[src/rtl/mips8_pkg.sv]
// rtl/mips8_pkg.sv - shared opcodes, instruction fields and sequencer states
package mips8_pkg;

  localparam logic [1:0] OP_ADD = 2'b00;
  localparam logic [1:0] OP_SUB = 2'b01;
  localparam logic [1:0] OP_LW  = 2'b10;
  localparam logic [1:0] OP_SW  = 2'b11;

  // Instruction layout: [7:6] opcode, [5:4] rs, [3:2] rt, [1:0] rd
  localparam int OP_MSB = 7;
  localparam int OP_LSB = 6;
  localparam int RS_MSB = 5;
  localparam int RS_LSB = 4;
  localparam int RT_MSB = 3;
  localparam int RT_LSB = 2;
  localparam int RD_MSB = 1;
  localparam int RD_LSB = 0;

  typedef enum logic [3:0] {
    ST_IDLE   = 4'd0,
    ST_FETCH  = 4'd1,
    ST_DECODE = 4'd2,
    ST_RFWAIT = 4'd3,
    ST_EXEC   = 4'd4,
    ST_MEM    = 4'd5,
    ST_WB     = 4'd6,
    ST_RETIRE = 4'd7,
    ST_ERROR  = 4'd8
  } state_t;

endpackage

[src/rtl/mips8_mem_timeout.sv]
// rtl/mips8_mem_timeout.sv - wait counter for a pending memory access
module mips8_mem_timeout
  import mips8_pkg::*;
#(
  parameter int TIMEOUT = 15
) (
  input  logic clk,
  input  logic reset,
  input  logic active_i,
  input  logic ready_i,
  output logic expired_o
);

  localparam int CW = (TIMEOUT < 1) ? 1 : $clog2(TIMEOUT + 1);

  logic [CW-1:0] cnt_q;
  logic [CW-1:0] cnt_d;

  // Count consecutive unanswered cycles; anything other than a stalled access restarts at zero,
  // which also clears the count on every entry to a memory-access state.
  always_comb begin
    cnt_d = '0;
    if (active_i && !ready_i) begin
      cnt_d = cnt_q + 1'b1;
    end
  end

  // A ready on the final allowed cycle still completes the access, so expiry requires !ready.
  assign expired_o = active_i && !ready_i && (cnt_q == CW'(TIMEOUT - 1));

  // Wait counter register.
  always_ff @(posedge clk or posedge reset) begin
    if (reset) begin
      cnt_q <= '0;
    end else begin
      cnt_q <= cnt_d;
    end
  end

endmodule

[src/rtl/mips8_ctrl_fsm.sv]
// rtl/mips8_ctrl_fsm.sv - multicycle control sequencer for the 8-bit MIPS datapath
module mips8_ctrl_fsm
  import mips8_pkg::*;
#(
  parameter int REG_AW  = 2,
  parameter int DATA_W  = 8,
  parameter int TIMEOUT = 15
) (
  input  logic              clk,
  input  logic              reset,
  input  logic              run,
  input  logic [DATA_W-1:0] mem_rdata,
  input  logic              mem_ready,
  input  logic              alu_zero,
  output logic              mem_read,
  output logic              mem_write,
  output logic              addr_sel,
  output logic              pc_write,
  output logic [REG_AW-1:0] rf_read_addr1,
  output logic [REG_AW-1:0] rf_read_addr2,
  output logic [REG_AW-1:0] rf_write_addr,
  output logic              rf_write_enable,
  output logic              wb_sel,
  output logic              alu_op,
  output logic              busy,
  output logic              error,
  output logic [7:0]        instr_count
);

  state_t            state_q, state_d;
  logic [DATA_W-1:0] ir_q, ir_d;
  logic [7:0]        instr_count_q, instr_count_d;
  logic              error_q, error_d;
  logic [1:0]        op;
  logic              mem_wait;
  logic              mem_expired;
  logic              unused_alu_zero;

  // The ISA has no branches, so the zero flag is accepted but deliberately ignored.
  assign unused_alu_zero = alu_zero;

  assign op       = ir_q[OP_MSB:OP_LSB];
  assign mem_wait = (state_q == ST_FETCH) || (state_q == ST_MEM);

  mips8_mem_timeout #(
    .TIMEOUT (TIMEOUT)
  ) u_timeout (
    .clk       (clk),
    .reset     (reset),
    .active_i  (mem_wait),
    .ready_i   (mem_ready),
    .expired_o (mem_expired)
  );

  assign rf_read_addr1 = ir_q[RS_MSB:RS_LSB];
  assign rf_read_addr2 = ir_q[RT_MSB:RT_LSB];
  assign rf_write_addr = ir_q[RD_MSB:RD_LSB];
  assign busy          = (state_q != ST_IDLE) && (state_q != ST_ERROR);
  assign error         = error_q;
  assign instr_count   = instr_count_q;

  // Next-state, instruction latch, retire counter and strobe decode.
  always_comb begin
    state_d         = state_q;
    ir_d            = ir_q;
    instr_count_d   = instr_count_q;
    error_d         = error_q;
    mem_read        = 1'b0;
    mem_write       = 1'b0;
    addr_sel        = 1'b0;
    pc_write        = 1'b0;
    rf_write_enable = 1'b0;
    wb_sel          = 1'b0;
    alu_op          = 1'b0;

    case (state_q)
      ST_IDLE: begin
        if (run) begin
          state_d = ST_FETCH;
        end
      end
      ST_FETCH: begin
        mem_read = 1'b1;
        // PC advances only on the completing cycle so wait states do not skip instructions.
        pc_write = mem_ready;
        if (mem_ready) begin
          ir_d    = mem_rdata;
          state_d = ST_DECODE;
        end else if (mem_expired) begin
          error_d = 1'b1;
          state_d = ST_ERROR;
        end
      end
      ST_DECODE: begin
        state_d = ST_RFWAIT;
      end
      ST_RFWAIT: begin
        state_d = ST_EXEC;
      end
      ST_EXEC: begin
        if ((op == OP_ADD) || (op == OP_SUB)) begin
          alu_op  = ir_q[OP_LSB];
          state_d = ST_WB;
        end else begin
          state_d = ST_MEM;
        end
      end
      ST_MEM: begin
        addr_sel = 1'b1;
        if (op == OP_LW) begin
          mem_read = 1'b1;
        end else begin
          mem_write = 1'b1;
        end
        if (mem_ready) begin
          state_d = (op == OP_LW) ? ST_WB : ST_RETIRE;
        end else if (mem_expired) begin
          error_d = 1'b1;
          state_d = ST_ERROR;
        end
      end
      ST_WB: begin
        rf_write_enable = 1'b1;
        wb_sel          = (op == OP_LW);
        state_d         = ST_RETIRE;
      end
      ST_RETIRE: begin
        instr_count_d = instr_count_q + 8'd1;
        state_d       = run ? ST_FETCH : ST_IDLE;
      end
      ST_ERROR: begin
        state_d = ST_ERROR;
      end
      default: begin
        state_d = ST_IDLE;
      end
    endcase
  end

  // State and architectural registers; reset drops every strobe without waiting for a clock.
  always_ff @(posedge clk or posedge reset) begin
    if (reset) begin
      state_q       <= ST_IDLE;
      ir_q          <= '0;
      instr_count_q <= 8'd0;
      error_q       <= 1'b0;
    end else begin
      state_q       <= state_d;
      ir_q          <= ir_d;
      instr_count_q <= instr_count_d;
      error_q       <= error_d;
    end
  end

endmodule

[config.mk]
export PLATFORM = sky130hd
export DESIGN_NAME = mips8_ctrl_fsm
export DESIGN_NICKNAME = d
export VERILOG_FILES = /design/src/rtl/mips8_pkg.sv /design/src/rtl/mips8_mem_timeout.sv /design/src/rtl/mips8_ctrl_fsm.sv
export SDC_FILE = /design/constraint.sdc
export NUM_CORES = 1
export LEC_CHECK = 0
export CAP_MARGIN = 25
export CORE_ASPECT_RATIO = 1.75
export CORE_MARGIN = 1
export CORE_UTILIZATION = 55
export CTS_CLUSTER_SIZE = 12
export DETAILED_ROUTE_END_ITERATION = 8
export DONT_BUFFER_PORTS = 1
export GPL_TIMING_DRIVEN = 0
export PLACE_DENSITY = 0.7
export SLEW_MARGIN = 25
export SYNTH_ARGS = -nofsm -noshare
export SYNTH_HDL_FRONTEND = slang
export SYNTH_SLANG_ARGS = --single-unit
[constraint.sdc]
create_clock -name clk -period 1.6 [get_ports clk]
set_clock_uncertainty 0.1 [all_clocks]
set_input_delay 0.32 -clock clk [delete_from_list [all_inputs] [get_ports clk]]
set_output_delay 0.32 -clock clk [all_outputs]
set_load 0.005 [all_outputs]
# == Yosys cells after proc, flatten, opt, wreduce, memory -nomap -nowiden ==
# Index checks and enable logic that the tools add are counted.
# Widths: inputs -> output; s select.
# word_totals
regBits,25
latchBits,0
ram_bits,0
mem_bits_ro,0
inputBits,13
output_inout_bits,23
n_memories,0
# op_classes
addsub,2
mul,0
n_div,0
n_lt_le_gt_ge,0
n_eq_ne,13
shift,0
mux,19
bitwise_logic,1
n_reduce_logical,12
# op_table
cell,count
$pmux 4 s9,1
$mux 4,5
$eq 4x3->1 const B,4
$mux 1,11
$add 8x1->8 const B,1
$eq 4x2->1 const B,2
$eq 4x4->1 const B,2
$add 4x1->4 const B,1
$eq 4x1->1 const B,1
$logic_not 4->1,1
$ne 4x4->1 const B,1
$reduce_bool 4->1,1
$logic_and 1x1->1,3
$reduce_and 3->1,1
$eq 2x1->1 const B,1
$eq 2x2->1 const B,1
$logic_not 2->1,1
$logic_or 1x1->1,2
$mux 2,1
$ne 2x2->1 const B,1
$pmux 1 s2,1
$reduce_and 2->1,1
$reduce_or 2->1,1
$logic_not 1->1,1
$not 1->1,1

# == Depth between registers and ports, before layout ==
# Gate-level depths: netlist of the first run.
# depth
word_depth,7
mapped_depth,6

# == Hierarchy ==
# From an unflattened synthesis of the first run, not the netlist that was laid out.
# unflattened
hier_cells,114
hier_area_um2,1246.2
# modules_own_cells
module,instances,cells_each,area_per_inst_um2,seq_area_each_um2
mips8_ctrl_fsm,1,95,1046.0,525.5
mips8_mem_timeout,1,19,200.2,100.1

# == Worst setup path after synthesis of the first run ==
# OpenSTA, ideal clock, no wires.
# synth_timing
path_type,register to output
from,register state_q[1]
to,output port wb_sel
t_arrival_ns,1.091
required_ns,1.180
setup_slack_ns,0.089
stages_incl_launch_ff,5
n_path_buf,1
cell_sequence,dfrtp_1 > buf_2 > inv_1 > nor4b_2 > and3b_1
# synth_between
elab_chain_cells,2
# synth_lines
element,line,rtl
start: declaration,mips8_ctrl_fsm.sv:30,"state_t state_q, state_d;"
start signal: assignment,mips8_ctrl_fsm.sv:148,state_q <= state_d;
$eq 4x3->1,mips8_ctrl_fsm.sv:76,case (state_q)
$mux 1,mips8_ctrl_fsm.sv:76,
end: declaration,mips8_ctrl_fsm.sv:23,"output logic wb_sel,"
# No other way between the ends.

# == Worst setup path in the final report of the first run ==
# layout_timing
from,register state_q[3]
to,output port wb_sel
# Same word-level chain as after synthesis.

==> summary.md, run 1 <==
| Metric | Value |
|---|---|
| Status | `finished with violations` |
| Failing checks | `negative setup slack` |
| Logic pwr share | `between 50% and 60%` |
| Synth top area share | `approximately 49%` |
| Mapped Area | `1270 sq um` |
| Clock power share | `roughly a tenth` |
| Pleak | `roughly 0.75 nW` |
| Ports | `36` |
| PwrDens | `1740 nW/um^2` |
| Min cycle time layout | `1.84 ns` |
| Slew @ Worst Pin | `about 0.36 ns` |
| Die Y | `65.6 um` |
| First-pass GRT wire length | `about 4.1 mm` |
| Pre-CTS setup slack | `-0.0933 ns` |
| Port-buffer cells | `0` |
| Placed cells | `~140` |
| GRT overflow | `0` |
| Worst Hold Class | `in2reg` |
| Prevailing post-synth register cell | `dfrtp_1` |
| Core region area | `2150 sq um` |
| VDD IR max | `about 1.0 mV` |
| Number of global-route vias before repair | `around 930` |
| Layout cell share with drive strength beyond 1 | `41.5%` |
| Max clock buf depth | `2` |
| Initial antenna violation count | `0` |
| Final Non-Filler Cells | `159` |
| Crit path kind | `reg2out` |
| Ys async rst share | `between 90% and 100%` |
| Pin count of the biggest net entering global routing | `26` |
| Number of remaining DRC errors | `0` |
| Die width | `between 30 and 40 um` |
| Slew margin rel. | `76.1%` |
| Seq/Total Area, Yosys | `between 40% and 50%` |
| Maxcap violations | `0` |
| Top-count cell post-synth | `dfrtp_1` |
| Clock Sinks | `25` |
| Final ANT Viol Nets | `0` |
| Worst Path Required | `1.18 ns` |
| Top post-synthesis cells by area | `dfrtp_1 49%, mux2_2 7.1%, buf_4 4.1%, xnor2_1 3.4%, ha_1 2.9%` |
| Placement Cell Area | `around 1300 sq um` |
| Clock Pin Slew Worst Setup and Hold Paths | `between 0.1 and 0.15 ns` |
| CP max FO | `10` |
| Critical Path Sink Type | `primary output` |
| Endpoints failing hold | `0` |
| DR vias/cell | `5.65` |
| Fin util | `73.2%` |
| Syn Nets | `130` |
| Root buffer cell | `clkbuf_4` |
| Warnings, synthesis | `0` |
| CP arrival | `about 1.4 ns` |
| Fraction of power consumed by sequential logic | `roughly 38%` |
| DRT Wirelength | `2.57 mm` |
| Starting Density | `59.3%` |
| Post-DP HPWL | `about 1.7 mm` |
| Synth unique cells | `35` |
| DIE AREA | `~2500 sq um` |
| Slew Viols, Final | `0` |
| Switch Pwr | `0.000994 W` |
| Setup Viol. Count Final | `16` |
| FF+latch count, synth | `25` |
| Site row count | `22` |
| Worst skew pair latency | `0.32 ns` |
| Routed len/inst | `about 16 um` |
| CTS tree | `yes` |
| Via count | `~900` |
| CP startpoint kind | `flip-flop` |
| Int Power | `about 0.0017 W` |
| H-tree depth | `1` |
| Synth top cells by count | `25 x dfrtp_1, 10 x nor2_1, 8 x mux2_2, 8 x nand2_1, 7 x buf_4` |
| Number of flops mapped to enable cells by yosys | `0` |
| RSZ-0062 raised after global routing | `true` |
| Antenna cell count | `0` |
| F_max | `542 MHz` |
| First drt pass iteration count | `4` |
| Area growth syn-to-layout | `23.5%` |
| Tot GR Track Use | `a little under a quarter` |
| Period utilization | `115%` |
| CTS Buf Count | `3` |
| Initial DRC Count | `23` |
| Cells after Synth | `approximately 110` |
| Finished Cell Area | `1570 sq um` |
| Final-stage net count | `between 150 and 200` |
| Area leader, netlist | `dfrtp_1` |
| Worst setup margin | `-0.244 ns` |
| Mapped Avg Cell Area | `about 11 sq um` |
| Placer Congestion | `~0.78` |
| Switch share | `between 30% and 40%` |
| Power Total | `about 0.0027 W` |
final cells by class:
cell class | instances | area (sq um)
Sequential cell | 25 | 627
Multi-Input combinational cell | 74 | 618
Inverter | 5 | 21.3
Tap cell | 24 | 30.0
Buffer | 10 | 86.3
Fill cell | 153 | 576
Clock buffer | 3 | 22.5
Clock inverter | 1 | 5.00
Timing Repair Buffer | 17 | 161
state kept, by name, indices dropped and copies added, names as in the netlist:
register         flops
instr_count          8
ir_q                 8
state_q              4
u_timeout.cnt_q      4
error                1
cells in the final DEF (no fill, tap or decap), types with 2 or more instances in the layout:
cell	netlist	layout
dfrtp_1	25	24
buf_4	7	20
mux2_2	8	8
nor2_1	10	8
nand2_1	8	7
nand3_1	5	5
xnor2_1	5	5
buf_6	0	4
xor2_1	4	4
ha_1	3	3
clkbuf_4	0	3
inv_1	5	2
o22ai_1	2	2
nor3_1	2	2
nor4b_4	0	2
a31oi_1	2	2
worst max-delay path: stages (launching register included):
cell     delay, ns
dfrtp_1       0.40
buf_6         0.15
nor4b_4       0.31
and3b_1       0.23
cell families (layout without fill, tap and decap cells):
logic type,after synthesis,in the layout,synth area share (%)
multiplexers,8,8,7.08
XOR/XNOR,9,9,6.19
AO/OA/AOI/OAI,11,11,5.70
flip-flops,25,25,49.2
AND/OR/NAND/NOR,43,43,22.1
buffers and inverters,15,36,6.78
adder cells (fa/ha/maj),3,3,2.95
power by group through the flow:
stage | registers [W] | clock network [W] | logic, W
6_report | 0.00103 | 0.000287 | 0.00142
2_1_floorplan | 0.000995 | 0 | 0.000807
3_3_place_gp | 0.00104 | 0 | 0.000901
5_1_grt | 0.00106 | 0.000312 | 0.00156
4_1_cts | 0.00102 | 0.000286 | 0.00117
3_5_place_dp | 0.00105 | 0 | 0.000934
through the flow:
stage          hold WS (ns)  TNS (ns)
3_3_place_gp          0.349   -0.0524
2_1_floorplan         0.247         0
3_5_place_dp          0.356   -0.0933
4_1_cts            0.000893     -1.27
6_report             0.0396     -2.36
5_1_grt              0.0251     -2.87
repair_timing:
item,4_1_cts,5_1_grt
endpoints found under the setup margin,8,18
gates resized for setup,15,10
hold buffers,0,1
setup buffers,6,9
pin swaps,6,6
endpoints found under the hold margin,0,25
metal layers:
| layer | share of wire, % | track usage [%] | routed length [um] |
|---|---|---|---|
| met5 | 0 | 0 | 0 |
| met4 | 2.1 | 12.1 | 55 |
| met3 | 6.0 | 4.73 | 153 |
| met2 | 54 | 36.2 | 1390 |
| met1 | 38 | 27.4 | 962 |
path summary, 6_finish.rpt:
path	start	endpoint	slack, ns	cells after the start
setup / recovery	state_q[3]	wb_sel	-0.24	3
hold / removal	mem_rdata[7]	ir_q[7]	0.04	1
setup reg to reg	state_q[3]	ir_q[4]	-0.13	6
hold reg to reg	error	error	0.42	1
max in group asynchronous	reset	state_q[2]	0.77	3
min in group asynchronous	reset	instr_count[5]	0.25	2
(Power assumes the default switching activity.)
==> run 2: changes to the inputs <==
PLACE_DENSITY = default   (was 0.7)
PLACE_DENSITY_LB_ADDON = 0.05   (was default)
==> summary.md, run 2 (synthesized netlist as in run 1, its figures left out) <==
| Metric | Value |
|---|---|
| Fin Hold WS | `0.0375 ns (-0.00206 ns)` |
| CTS Buf Count | `3 (unchanged)` |
| Final-stage net count | `151 (-0.66%)` |
| CP startpoint kind | `flip-flop` |
| Core region area | `2150 sq um (unchanged)` |
| WHS Path Cells | `1 (unchanged)` |
| Endpoints failing hold | `0 (unchanged)` |
| Commonest non-fill, non-tap cell in the layout | `dfrtp_1` |
| CP cell instances | `buf_4 -> nor4b_4 -> and3b_1` |
| Ports | `36 (unchanged)` |
| Crit path kind | `reg2out` |
| Starting Density | `59.3% (unchanged)` |
| Maxcap violations | `0 (unchanged)` |
| Clock Sinks | `25 (unchanged)` |
| Pin count of the biggest net entering global routing | `26 (unchanged)` |
| Pleak | `0.752 nW (+0.52%)` |
| F_max | `532 MHz (-2.0%)` |
| Reg2reg start | `state_q[3]` |
| Fin util | `70.9% (-2.3 points)` |
| RSZ-0062 raised after global routing | `true` |
| Die width | `38.4 um (unchanged)` |
| Number of global-route vias before repair | `874 (-5.5%)` |
| Placer Congestion | `0.771 (-0.98%)` |
| Routed len/inst | `16.5 um (+2.5%)` |
| Final Non-Filler Cells | `158 (-0.63%)` |
| Site row count | `22 (unchanged)` |
| Clock Pin Slew Worst Setup and Hold Paths | `0.14 ns (about the same)` |
| Endpoint, Worst Hold | `ir_q[6]` |
| H-tree depth | `1 (unchanged)` |
| DRT Wirelength | `2.61 mm (+1.8%)` |
| Status | `finished with violations` |
| PwrDens | `1710 nW/um^2 (-1.2%)` |
| Placed cells | `138 (unchanged)` |
| FF-to-FF path depth | `5 (-1)` |
| Root buffer cell | `clkbuf_4` |
| CTS tree | `yes` |
| Failing checks | `negative setup slack` |
| DR vias/cell | `5.80 (+2.7%)` |
| CP max FO | `10 (unchanged)` |
| DIE AREA | `2520 sq um (unchanged)` |
| Slew @ Worst Pin | `0.392 ns (+0.0351 ns)` |
| Slew margin rel. | `73.7% (-2.4 points)` |
| Hold path start | `mem_rdata[6]` |
| First drt pass iteration count | `4 (unchanged)` |
| Final ANT Viol Nets | `0 (unchanged)` |
| Period utilization | `118% (+2.3 points)` |
| Die Y | `65.6 um (unchanged)` |
| Number of remaining DRC errors | `0 (unchanged)` |
| Reg2reg end | `ir_q[1]` |
| Commonest non-fill, non-tap cells in the layout | `24 x dfrtp_1, 20 x buf_4, 8 x nand2_1, 8 x nor2_1, 7 x mux2_2` |
| First-pass GRT wire length | `3.79 mm (-6.6%)` |
| CP max-delay cell | `dfrtp_1` |
| Antenna cell count | `0 (unchanged)` |
| Tot GR Track Use | `21.7% (-0.96 points)` |
| Worst Hold Class | `in2reg` |
| Via count | `916 (+2.0%)` |
| Layout cell share with drive strength beyond 1 | `37.3% (-4.2 points)` |
| CP peak stage delay | `0.42 ns (+0.02 ns)` |
| Slew Viols, Final | `0 (unchanged)` |
| CP arrival | `1.46 ns (+0.04 ns)` |
| VDD IR max | `0.858 mV (-16%)` |
| Crit-path leading delay family | `simple AND/OR/NAND/NOR gates` |
| Setup Viol. Count Final | `16 (unchanged)` |
| Worst Path Required | `1.18 ns (about the same)` |
| WP buf/inv | `1 (unchanged)` |
| R2R Setup Slk | `-0.05 ns (+0.08 ns)` |
| Area growth syn-to-layout | `19.7%` |
| Port-buffer cells | `0 (unchanged)` |
| Worst setup margin | `-0.281 ns (-0.0375 ns)` |
| Max clock buf depth | `2 (unchanged)` |
| Min cycle time layout | `1.88 ns (+0.0375 ns)` |
| Initial antenna violation count | `0 (unchanged)` |
| GRT overflow | `0 (unchanged)` |
| Critical Path Sink Type | `primary output` |
| Post-DP HPWL | `1.57 mm (-5.5%)` |
| Worst skew pair latency | `0.32 ns (about the same)` |
| Initial DRC Count | `36 (+57%)` |
-- run 2: cell count changes in the layout (fill, tap and decap cells not counted), sizes merged --
cell / delta
buf: -2
clkbuf: +1
-- run 2: per-stage QoR --
step	power [W]	area [sq um]	setup slack, ns	TNS (ns)
final	0.00261	1520	-0.281	-1.63
after global routing	0.00279	1520	-0.330	-2.43
after CTS	0.00245	1420	-0.252	-1.40
after detailed placement	0.00198	1300	-0.0995	-0.104
after global placement	0.00194	1300	-0.0690	-0.0690
after floorplan	0.00180	1270	0.0886	0
-- run 2: final cells by class --
class	instances	area [sq um]
fill	165	624
sequential	25	627
tap	24	30.0
timing repair buffer	16	134
multi-input combinational	74	601
inverter	5	21.3
clock inverter	1	5.00
clock buffer	3	22.5
buffer	10	82.6
-- run 2: how the worst max path moves through the flow --
stage	startpoint	end	slack, ns	cells after the start
2_1_floorplan	state_q[1]	wb_sel	0.09	4
3_3_place_gp	state_q[2]	wb_sel	-0.07	3
3_5_place_dp	state_q[2]	wb_sel	-0.1	3
4_1_cts	state_q[1]	wb_sel	-0.25	4
5_1_grt	state_q[1]	wb_sel	-0.33	4
6_report	state_q[0]	wb_sel	-0.28	3
-- run 2: repair_timing --
item	in CTS	in global routing
hold buffers	1	0
buffers inserted	7	8
setup endpoints to repair	9	18
gates resized for setup	10	10
endpoints found under the hold margin	25	0
pin swaps	5	5
-- run 2: metal layers --
metal  vias to the layer above  part of all wire, %  GRT usage, %
li1                        425                    -             -
met1                       444                   39          26.3
met2                        41                   52          34.7
met3                         6                  6.6          4.05
met4                         0                  2.3          12.1
met5                         -                    0             0
-- run 2: power by group --
| part | internal, W | switching (W) |
|---|---|---|
| sequential | 0.000839 | 0.000180 |
| combinational | 0.000711 | 0.000593 |
| clock | 0.0000938 | 0.000194 |
| total | 0.00164 | 0.000967 |
==> run 3: changes to the inputs <==
ABC_CLOCK_PERIOD_IN_PS = 1600   (was default)
CAP_MARGIN = 10   (was 25)
==> summary.md, run 3 (synthesized netlist as in run 1, its figures left out) <==
| Metric | Value |
|---|---|
| Power Total | `0.00260 W (-0.26%)` |
| R2R Setup Slk | `-0.04 ns (about the same)` |
| CP max-delay cell | `dfrtp_1` |
| CP cell instances | `buf_4 -> nor4b_4 -> and3b_1` |
| Crit-path leading delay family | `simple AND/OR/NAND/NOR gates` |
| Port-buffer cells | `0 (unchanged)` |
| GRT overflow | `0 (unchanged)` |
| Endpoint, Worst Hold | `ir_q[6]` |
| Site row count | `22 (unchanged)` |
| Root buffer cell | `clkbuf_4` |
| Maxcap violations | `0 (unchanged)` |
| Slew @ Worst Pin | `0.871 ns (+0.479 ns)` |
| Filler instances | `166 (+0.61%)` |
| Starting Density | `59.3% (unchanged)` |
| CTS Buf Count | `3 (unchanged)` |
| Min cycle time layout | `1.88 ns (+0.00176 ns)` |
| Via count | `900 (-1.7%)` |
| First drt pass iteration count | `4 (unchanged)` |
| Slew margin rel. | `41.6% (-32 points)` |
| Clock power share | `11.2% (+0.2 points)` |
| Worst Hold Class | `in2reg` |
| Fraction of power consumed by sequential logic | `39.1% (about the same)` |
| WHS Path Cells | `1 (unchanged)` |
| Max clock buf depth | `2 (unchanged)` |
| Ports | `36 (unchanged)` |
| Placed cells | `138 (unchanged)` |
| Post-DP HPWL | `1.57 mm (unchanged)` |
| Pin count of the biggest net entering global routing | `26 (unchanged)` |
| CP arrival | `1.46 ns (about the same)` |
| CTS tree | `yes` |
| Hold path start | `mem_rdata[6]` |
| Routed len/inst | `16.4 um (-1.1%)` |
| Failing checks | `negative setup slack` |
| CP peak stage delay | `0.42 ns (about the same)` |
| Clock Sinks | `25 (unchanged)` |
| Critical Path Sink Type | `primary output` |
| Area of the multi-input gates | `601 sq um (unchanged)` |
| Final ANT Viol Nets | `0 (unchanged)` |
| Worst Path Required | `1.18 ns (about the same)` |
| FF-to-FF path depth | `5 (unchanged)` |
| Pleak | `0.744 nW (-0.99%)` |
| Crit path kind | `reg2out` |
| Logic pwr share | `49.7% (-0.2 points)` |
| Slew Viols, Final | `0 (unchanged)` |
| CP max FO | `10 (unchanged)` |
| First-pass GRT wire length | `3.79 mm (unchanged)` |
| Number of remaining DRC errors | `0 (unchanged)` |
| Period utilization | `118% (about the same)` |
| F_max | `531 MHz (about the same)` |
| Commonest non-fill, non-tap cells in the layout | `24 x dfrtp_1, 20 x buf_4, 8 x nand2_1, 8 x nor2_1, 7 x mux2_2` |
| Switch share | `37.0% (about the same)` |
| Fin util | `70.2% (-0.70 points)` |
| Die width | `38.4 um (unchanged)` |
| Initial DRC Count | `24 (-33%)` |
| Pre-CTS setup slack | `-0.0995 ns (unchanged)` |
| DR vias/cell | `5.73 (-1.1%)` |
| DRT Wirelength | `2.57 mm (-1.7%)` |
| Die Y | `65.6 um (unchanged)` |
| Fin Hold WS | `0.0314 ns (-0.00613 ns)` |
| Antenna cell count | `0 (unchanged)` |
| Final Non-Filler Cells | `157 (-0.63%)` |
| Int Power | `0.00164 W (-0.21%)` |
| Register area | `627 sq um (unchanged)` |
| Endpoints failing hold | `0 (unchanged)` |
| Area growth syn-to-layout | `18.5%` |
| Worst skew pair latency | `0.32 ns (about the same)` |
| Switch Pwr | `0.000964 W (-0.33%)` |
| Reg2reg end | `ir_q[1]` |
| Number of global-route vias before repair | `874 (unchanged)` |
| VDD IR max | `0.844 mV (-1.7%)` |
| Layout cell share with drive strength beyond 1 | `36.8% (-0.47 points)` |
| Clock Pin Slew Worst Setup and Hold Paths | `0.14 ns (about the same)` |
| CP startpoint kind | `flip-flop` |
| Status | `finished with violations` |
| Placer Congestion | `0.771 (unchanged)` |
| Worst setup margin | `-0.283 ns (-0.00176 ns)` |
| Setup Viol. Count Final | `16 (unchanged)` |
| Tot GR Track Use | `21.7% (unchanged)` |
| RSZ-0062 raised after global routing | `true` |
| PwrDens | `1730 nW/um^2 (+0.74%)` |
| Reg2reg start | `state_q[3]` |
| Core region area | `2150 sq um (unchanged)` |
| WP buf/inv | `1 (unchanged)` |
| DIE AREA | `2520 sq um (unchanged)` |
| Commonest non-fill, non-tap cell in the layout | `dfrtp_1` |
| Final-stage net count | `150 (-0.66%)` |
| H-tree depth | `1 (unchanged)` |
| Initial antenna violation count | `0 (unchanged)` |
[run 3: worst max-delay path by stage]
stage	start	end	slack (ns)	cells past startpoint
after CTS	state_q[1]	wb_sel	-0.25	4
final	state_q[0]	wb_sel	-0.28	3
after global placement	state_q[2]	wb_sel	-0.07	3
after global routing	state_q[1]	wb_sel	-0.33	4
after floorplan	state_q[1]	wb_sel	0.09	4
after detailed placement	state_q[2]	wb_sel	-0.1	3
[run 3: worst register-to-register path, cell delays in order (launching register included)]
cell and delay (ns):
dfrtp_1 0.40, buf_6 0.14, nor3b_4 0.31, nand3b_4 0.13, buf_6 0.16, mux2_4 0.30
[run 3: routing by layer]
layer	share of wire (%)	vias up	global-route usage [%]	wire length [um]
li1	-	423	-	-
met4	1.6	0	12.1	41
met2	53	37	34.7	1360
met5	0	-	0	0
met3	6.6	4	4.05	169
met1	39	436	26.3	998
[run 3: layout make-up]
type	count	area share (%)
buffer	10	5.48
clock buffer	3	1.49
clock inverter	1	0.332
inverter	5	1.41
multi-input combinational	74	39.8
sequential	25	41.6
tap	24	1.99
timing repair buffer	15	7.88
[run 3: repair_timing]
| action | CTS | global route |
|---|---|---|
| setup buffers | 7 | 8 |
| pin swaps | 5 | 5 |
| endpoints found under the setup margin | 9 | 18 |
| endpoints found under the hold margin | 25 | 0 |
| gates resized for setup | 10 | 10 |
| hold buffers | 1 | 0 |
[run 3: power groups by stage]
stage | clock [W] | combinational, W | sequential [W]
2_1_floorplan | 0 | 0.000807 | 0.000995
3_3_place_gp | 0 | 0.000908 | 0.00104
3_5_place_dp | 0 | 0.000929 | 0.00105
4_1_cts | 0.000290 | 0.00115 | 0.00102
5_1_grt | 0.000311 | 0.00143 | 0.00105
6_report | 0.000293 | 0.00129 | 0.00102
[run 3: metrics by stage]
step / setup TNS (ns) / area (sq um)
3_5_place_dp: -0.104 / 1300
3_3_place_gp: -0.0690 / 1300
2_1_floorplan: 0 / 1270
4_1_cts: -1.40 / 1420
5_1_grt: -2.43 / 1510
6_report: -1.60 / 1510
